--- config.mk ---
export PLATFORM = sky130hd
export DESIGN_NAME = timer_core
export DESIGN_NICKNAME = d
export VERILOG_FILES = /design/src/rtl/timer_core.sv
export SDC_FILE = /design/constraint.sdc
export NUM_CORES = 1
export LEC_CHECK = 0
export ABC_AREA = 1
export ABC_CLOCK_PERIOD_IN_PS = 2000
export BUFFER_PORTS_ARGS = -buffer_cell sky130_fd_sc_hd__buf_2
export CAP_MARGIN = 10
export CORE_MARGIN = 4
export CORE_UTILIZATION = 52
export DETAILED_ROUTE_END_ITERATION = 7
export GPL_TIMING_DRIVEN = 0
export PLACE_DENSITY = 0.7
export SLEW_MARGIN = 20
export SYNTH_ARGS = -nofsm -noshare
export SYNTH_HDL_FRONTEND = slang
export SYNTH_SLANG_ARGS = --single-unit
--- constraint.sdc ---
create_clock -name clk -period 2 [get_ports clk]
set_input_delay 0.2 -clock clk [delete_from_list [all_inputs] [get_ports clk]]
set_output_delay 0.2 -clock clk [all_outputs]
set_load 0.05 [all_outputs]
--- src/rtl/timer_core.sv ---
// Stopwatch core: divides clk into 1 s ticks and counts BCD m:ss under start/pause/clear,
// raising timeout and freezing once the programmed limit is reached.
module timer_core #(
    parameter int unsigned TICK_DIV  = 100_000_000,
    parameter int unsigned LIMIT_MIN = 2,
    parameter int unsigned LIMIT_SEC = 0
) (
    input  logic       clk,
    input  logic       rst,
    input  logic       start,
    input  logic       clear,
    output logic [3:0] sec_lo,
    output logic [3:0] sec_hi,
    output logic [3:0] min_cnt,
    output logic       min,
    output logic       timeout,
    output logic       running
);

    localparam int unsigned    PreW   = $clog2(TICK_DIV);
    localparam logic [PreW-1:0] PreMax = PreW'(TICK_DIV - 1);
    localparam logic [3:0]     LimLo  = 4'(LIMIT_SEC % 10);
    localparam logic [3:0]     LimHi  = 4'(LIMIT_SEC / 10);
    localparam logic [3:0]     LimMin = 4'(LIMIT_MIN);

    typedef enum logic [1:0] {StIdle, StRun, StPause, StDone} state_e;

    state_e          state_q, state_d;
    logic [PreW-1:0] pre_q, pre_d;
    logic [3:0]      sec_lo_q, sec_lo_d;
    logic [3:0]      sec_hi_q, sec_hi_d;
    logic [3:0]      min_cnt_q, min_cnt_d;
    logic            min_q, min_d;
    logic            timeout_q, timeout_d;

    logic            tick;
    logic            at_limit;
    logic [3:0]      inc_lo, inc_hi, inc_min;

    // Digits as they would read after one more second
    always_comb begin
        inc_lo  = sec_lo_q + 4'd1;
        inc_hi  = sec_hi_q;
        inc_min = min_cnt_q;
        if (sec_lo_q == 4'd9) begin
            inc_lo = 4'd0;
            if (sec_hi_q == 4'd5) begin
                inc_hi  = 4'd0;
                inc_min = min_cnt_q + 4'd1;
            end else begin
                inc_hi = sec_hi_q + 4'd1;
            end
        end
    end

    assign tick     = (state_q == StRun) && (pre_q == PreMax);
    assign at_limit = (inc_lo == LimLo) && (inc_hi == LimHi) && (inc_min == LimMin);

    always_comb begin
        state_d   = state_q;
        pre_d     = pre_q;
        sec_lo_d  = sec_lo_q;
        sec_hi_d  = sec_hi_q;
        min_cnt_d = min_cnt_q;
        min_d     = min_q;
        timeout_d = timeout_q;

        if (clear) begin
            state_d   = StIdle;
            pre_d     = '0;
            sec_lo_d  = 4'd0;
            sec_hi_d  = 4'd0;
            min_cnt_d = 4'd0;
            min_d     = 1'b0;
            timeout_d = 1'b0;
        end else begin
            unique case (state_q)
                StIdle: begin
                    pre_d = '0;
                    if (start) state_d = StRun;
                end
                StRun: begin
                    if (tick) begin
                        pre_d     = '0;
                        sec_lo_d  = inc_lo;
                        sec_hi_d  = inc_hi;
                        min_cnt_d = inc_min;
                        min_d     = (inc_min != 4'd0);
                        // Reaching the limit takes precedence over a coincident start
                        if (at_limit) begin
                            timeout_d = 1'b1;
                            state_d   = StDone;
                        end else if (start) begin
                            state_d = StPause;
                        end
                    end else begin
                        pre_d = pre_q + PreW'(1);
                        if (start) state_d = StPause;
                    end
                end
                StPause: begin
                    if (start) state_d = StRun;
                end
                StDone: begin
                end
                default: state_d = StIdle;
            endcase
        end
    end

    always_ff @(posedge clk) begin
        if (rst) begin
            state_q   <= StIdle;
            pre_q     <= '0;
            sec_lo_q  <= 4'd0;
            sec_hi_q  <= 4'd0;
            min_cnt_q <= 4'd0;
            min_q     <= 1'b0;
            timeout_q <= 1'b0;
        end else begin
            state_q   <= state_d;
            pre_q     <= pre_d;
            sec_lo_q  <= sec_lo_d;
            sec_hi_q  <= sec_hi_d;
            min_cnt_q <= min_cnt_d;
            min_q     <= min_d;
            timeout_q <= timeout_d;
        end
    end

    assign sec_lo  = sec_lo_q;
    assign sec_hi  = sec_hi_q;
    assign min_cnt = min_cnt_q;
    assign min     = min_q;
    assign timeout = timeout_q;
    assign running = (state_q == StRun);

endmodule

# After elaboration in Yosys (flattened, before gate mapping)
# Cells that the tools add are included.
dict set report totals {
  reg_bits 43
  out_inout_bits 15
  word_cells 44
}
dict set report classes {
  n_addsub 4
  eq_ne 7
  mux 12
  reduce_logical 14
}
# cell n
set op_table {}
lappend op_table {{27-bit case mux with 2 select lines} 1}
lappend op_table {{27-bit by 1-bit adder with 27-bit output, second input constant} 1}
lappend op_table {{27-bit equality test, second input constant} 1}
lappend op_table {{27-bit 2-to-1 mux} 1}
lappend op_table {{4-bit 2-to-1 mux} 5}
lappend op_table {{4-bit by 1-bit adder with 4-bit output, second input constant} 3}
lappend op_table {{4-bit logical NOT} 2}
lappend op_table {{2-bit 2-to-1 mux} 4}
lappend op_table {{4-bit by 2-bit equality test with 1-bit output, second input constant} 1}
lappend op_table {{4-bit by 3-bit equality test with 1-bit output, second input constant} 1}
lappend op_table {{4-bit equality test, second input constant} 1}
lappend op_table {{2-bit case mux with 2 select lines} 1}
lappend op_table {{2-bit AND reduction} 2}
lappend op_table {{2-bit nonzero test} 2}
lappend op_table {{4-bit nonzero test} 1}
lappend op_table {{2-bit OR reduction} 2}
lappend op_table {{1-bit logical AND} 3}
lappend op_table {{3-bit AND reduction} 1}
lappend op_table {{2-bit by 1-bit equality test with 1-bit output, second input constant} 1}
lappend op_table {{2-bit equality test, second input constant} 1}
lappend op_table {{2-bit logical NOT} 1}
lappend op_table {{2-bit by 1-bit != test with 1-bit output, second input constant} 1}

# Longest topological paths before layout
dict set report logic_depth {
  word_depth 9
  depth_mapped 13
}

# Least setup slack after synthesis
# OpenSTA, ideal clock, no wires.
dict set report synth_timing {
  path_kind {reg2reg}
  from {reg sec_hi_q[0], in the netlist sec_hi[0]}
  to {reg state_q[1]}
  setup_ns 0.067
  arrival_ns 1.760
  path_slack_ns 0.172
  path_stages_with_launch 14
  cell_sequence {dfxtp_1 -> buf_4 -> nand2_1 -> nor2_4 -> nand2_1 -> nand2_1 -> nand2_1 -> nor2_1 -> nand2_1 -> nor2_1 -> nand2_1 -> nand2_1 -> nand2_1 -> a21oi_2}
}
dict set report synth_via {
  elab_chain_cells 9
  word_cells_on_any_way 13
}
# item line
set synth_rtl {}
lappend synth_rtl {{start, declared} 31} ;# logic [3:0] sec_hi_q, sec_hi_d;
lappend synth_rtl {{start signal, assigned} 124} ;# sec_hi_q <= sec_hi_d;
lappend synth_rtl {{4-bit by 1-bit adder with 4-bit output / 4-bit by 3-bit equality test with 1-bit output (equally long branches)} {51, 47}}
lappend synth_rtl {{4-bit 2-to-1 mux} 47} ;# if (sec_hi_q == 4'd5) begin
lappend synth_rtl {{4-bit 2-to-1 mux} 45} ;# if (sec_lo_q == 4'd9) begin
lappend synth_rtl {{4-bit logical NOT} 57} ;# assign at_limit = (inc_lo == LimLo) && (inc_hi == LimHi) && (inc_min == LimMin);
lappend synth_rtl {{1-bit logical AND} 57}
lappend synth_rtl {{1-bit logical AND *} 57}
lappend synth_rtl {{2-bit 2-to-1 mux *} 90} ;# if (at_limit) begin
lappend synth_rtl {{2-bit 2-to-1 mux *} 83} ;# if (tick) begin
lappend synth_rtl {{2-bit case mux with 2 select lines *} 77} ;# unique case (state_q)
lappend synth_rtl {{end signal, assigned} 113} ;# state_q <= StIdle;
lappend synth_rtl {{end signal, assigned} 121} ;# state_q <= state_d;
lappend synth_rtl {{end, declared} 28} ;# state_e state_q, state_d;
# Mark *: on every way between the ends. The rest lies on a longest branch, timed or not.
# A chain may end at the register's enable or synchronous reset.

# Final worst setup path
dict set report layout_timing {
  from {reg pre_q[0]}
  to {reg pre_q[24]}
}
dict set report layout_via {
  elab_chain_cells 4
  word_cells_on_any_way 5
}
# item line
set layout_rtl {}
lappend layout_rtl {{start, declared} 29} ;# logic [PreW-1:0] pre_q, pre_d;
lappend layout_rtl {{start signal, assigned} 122} ;# pre_q <= pre_d;
lappend layout_rtl {{parallel branches: the longest is 2 deep, another holds 27-bit by 1-bit adder with 27-bit output} --}
lappend layout_rtl {{27-bit 2-to-1 mux *} 83}
lappend layout_rtl {{27-bit case mux with 2 select lines *} 77}
# Mark *: on every way between the ends.

==> results.md <==
* Status: completed
* Crit path arrival time at 1960 ps
* Critical path origin: pre_q[0]$_SDFFE_PP0P_
* Root Driver: clkbuf_8
* Pre-CTS setup slack at 156.7 ps
* Final setup TNS at 0 ps
* Reg clk slew, reported paths at 80 ps
* CTS tree: built
* Syn_area_per_cell at 6.409 um2
* Pre-antenna DRT Iters at 4
* Via count at 2,580
* Final layout net count at 439
* Worst R2R Start: pre_q[0]$_SDFFE_PP0P_
* Hold_buf cts at 0
* Die height at 78.92 um
* Die area at 6228 um2
* Row count at 25
* Syn_nets at 414
* CP endpoint kind: flop
* Number of I/O pins at 19
* Crit share post-route at 88.85%
* Initial antenna violation count at 0
* Slew margin rel. at 60.17%
* Final Hold Viols at 0
* Clock sinks at 43
* WS Path Type: flop to flop
* Synthesis Warnings at 0
* Synth Cell Area at 2615 um2
* Seq cells post-synth at 43
* Placed cell count at 493
* H-Tree Depth at 2
* Initial detailed-routing violation count at 146
* DP HPWL at 4.477 mm
* Register area share after synthesis at 32.92%
* Hold Path Depth at 2
* Routed Antenna Nets at 0
* DRC at 0
* Post-Route WL at 6.027 mm
* Setup ws final at 222.9 ps
* Required time of the critical path at 2180 ps
* Max-cap violations at 0
* CORE AREA at 4786 um2
* Leak Pwr at 1.118 nW
* IO buf count at 18
* Worst-path maximum fanout at 8
* Reg-to-reg endpoint: pre_q[24]$_SDFFE_PP0P_
* Final cell count without fillers at 499
* Final setup viols at 0
* Worst Setup EP: pre_q[24]$_SDFFE_PP0P_
* First-pass GRT wire length at 10.44 mm
* Layout overhead on the synthesized area at 9.522%
* Clock skew at 4.969 ps
* Ant. Diodes at 0
* F_max at 0.5627 GHz
* Vias in the first global route at 2,245
* Unrepaired setup endpoints after global routing: no
* Design area at 2864 um2
* Grt total ovfl at 0
* Worst reg2reg path depth at 10
* Post-CTS sizing at 0
* Library cells used by synthesis at 36
* Measured slew at the worst slew-check pin at 597.4 ps
* Maximum VDD drop at 0.3181 mV
* Final Critical Period at 1777 ps
* FF-to-FF setup slack at 220 ps
* Overall power at 1.440 mW
* CTS Buf Count at 5
* Cells after Synth at 408
* Wire length per cell at 12.08 um
* Placed cell area at 2789 um2
* Critical Path Source Type: flop
* Worst-skew pair later-pin latency at 290 ps
* Max Root-Sink Buffers at 2
* PwrDens at 502.6 nW/um2
* Initial core utilization at 54.64%
* Gr usage total at 21.11%
* Max-slew violations at 0
* Post-CTS Setup Inserts at 0
* Gpl congestion at 0.8917
* Hold Crit Class: input pin to flop
* Fill cells at 456
* Die width at 78.92 um
* Vias per cell at 5.170
* Share of layout cells above drive strength 1 at 14.81%
* Largest net degree at the start of global routing at 12
final cells by class:
| type | count | area [um2] | share of cell area [%] |
|---|---|---|---|
| repair buffers | 18 | 90.09 | 3.145 |
| plain buffers | 12 | 66.31 | 2.315 |
| well taps | 67 | 83.83 | 2.927 |
| inverters | 52 | 195.2 | 6.815 |
| flip-flops and latches | 43 | 863.3 | 30.14 |
| clock buffers | 6 | 72.57 | 2.534 |
| multi-input cells | 301 | 1493 | 52.12 |
logic make-up after synthesis:
group	Yosys count	share of synthesized area [%]
AO/OA/AOI/OAI	74	15.65
XOR/XNOR	3	1.005
adder cells (fa/ha/maj)	2	0.9568
buffers and inverters	64	9.999
flip-flops	43	32.92
AND/OR/NAND/NOR	222	39.47
report_power, final:
| part | internal [mW] | switching [mW] |
|---|---|---|
| Clock | 0.233 | 0.286 |
| Sequential | 0.857 | 0.00165 |
| Combinational | 0.0154 | 0.0464 |
| Total | 1.11 | 0.334 |
worst max-delay path: stages, from the launching register on:
cell and delay, ps:
dfxtp_2 380, ha_1 210, nand3_2 110, inv_1 100, nand2_2 90, nor2_4 100
nand2_2 110, nor2_8 170, nand2_4 70, o31ai_1 230, a21oi_1 90
synthesized netlist by cell type:
cell type    n  area share (%)
nor2_2       2            0.48
nor2_4       5             2.2
inv_2        4            0.57
a31oi_1      4            0.96
or2_2        1            0.24
o21ai_2      1            0.33
xnor2_1      2            0.67
nor2_1      31             4.4
o21ai_0     22             4.2
nand3_2      3             1.1
buf_4        2            0.57
a21oi_1     35             6.7
nor3_1       4            0.77
xor2_1       1            0.33
a221oi_1     3             1.0
o221ai_1     1            0.33
inv_1       47             6.7
dfxtp_1     43              33
a21oi_2      2            0.67
clkbuf_1     4            0.57
o21ai_1      3            0.57
nand4_1      6             1.4
buf_6        1            0.43
nand2_1    130              19
a211oi_1     2            0.57
nor2_8       2             1.5
nand3_1     22             4.2
ha_1         2            0.96
buf_2        5            0.96
clkinv_1     1            0.14
nand3b_1     2            0.57
nand2_4      1            0.43
nor4_1       3            0.72
nand2_2      8             1.9
o31ai_1      1            0.29
nor3_2       2            0.77
metal layers:
metal	global-route usage [%]	part of all wire, %	vias to the layer above
met3	3.968	6.0	6
met4	6.014	1.2	0
met1	30.31	50	1153
met5	0	0	-
met2	32.26	43	54
li1	-	-	1367
how the worst min path moves through the flow:
stage	from	to	slack (ps)
6_report	start	state_q[0]$_SDFFE_PP0P_	130
5_1_grt	start	state_q[0]$_SDFFE_PP0P_	150
4_1_cts	start	state_q[0]$_SDFFE_PP0P_	130
3_5_place_dp	start	state_q[0]$_SDFFE_PP0P_	440
3_3_place_gp	start	state_q[0]$_SDFFE_PP0P_	430
2_1_floorplan	start	state_q[0]$_SDFFE_PP0P_	310
state kept, by name (all words and copies together), names as in the netlist:
signal,flops
sec_lo,4
min,1
pre_q,27
timeout,1
sec_hi,4
min_cnt,4
state_q,2
cell usage in the layout, fill, tap and decap left out, drive strengths merged:
cell	count
nor4	3
nand4	6
a31oi	4
inv	51
nand3	25
a21oi	37
clkinv	1
o221ai	1
o21ai	26
xnor2	2
xor2	1
dfxtp	43
nand3b	2
ha	2
o31ai	1
or2	1
nand2	139
a211oi	2
buf	26
nor3	6
nor2	40
clkbuf	10
a221oi	3
stage by stage:
stage | hold WS [ps] | utilization [%]
floorplan | 307.6 | -
global placement | 435.0 | 58.27
detailed placement | 439.6 | 58.27
CTS | 125.6 | 59.79
global route | 150.0 | 59.84
finish | 132.6 | 59.84
(Power assumes the default switching activity.)
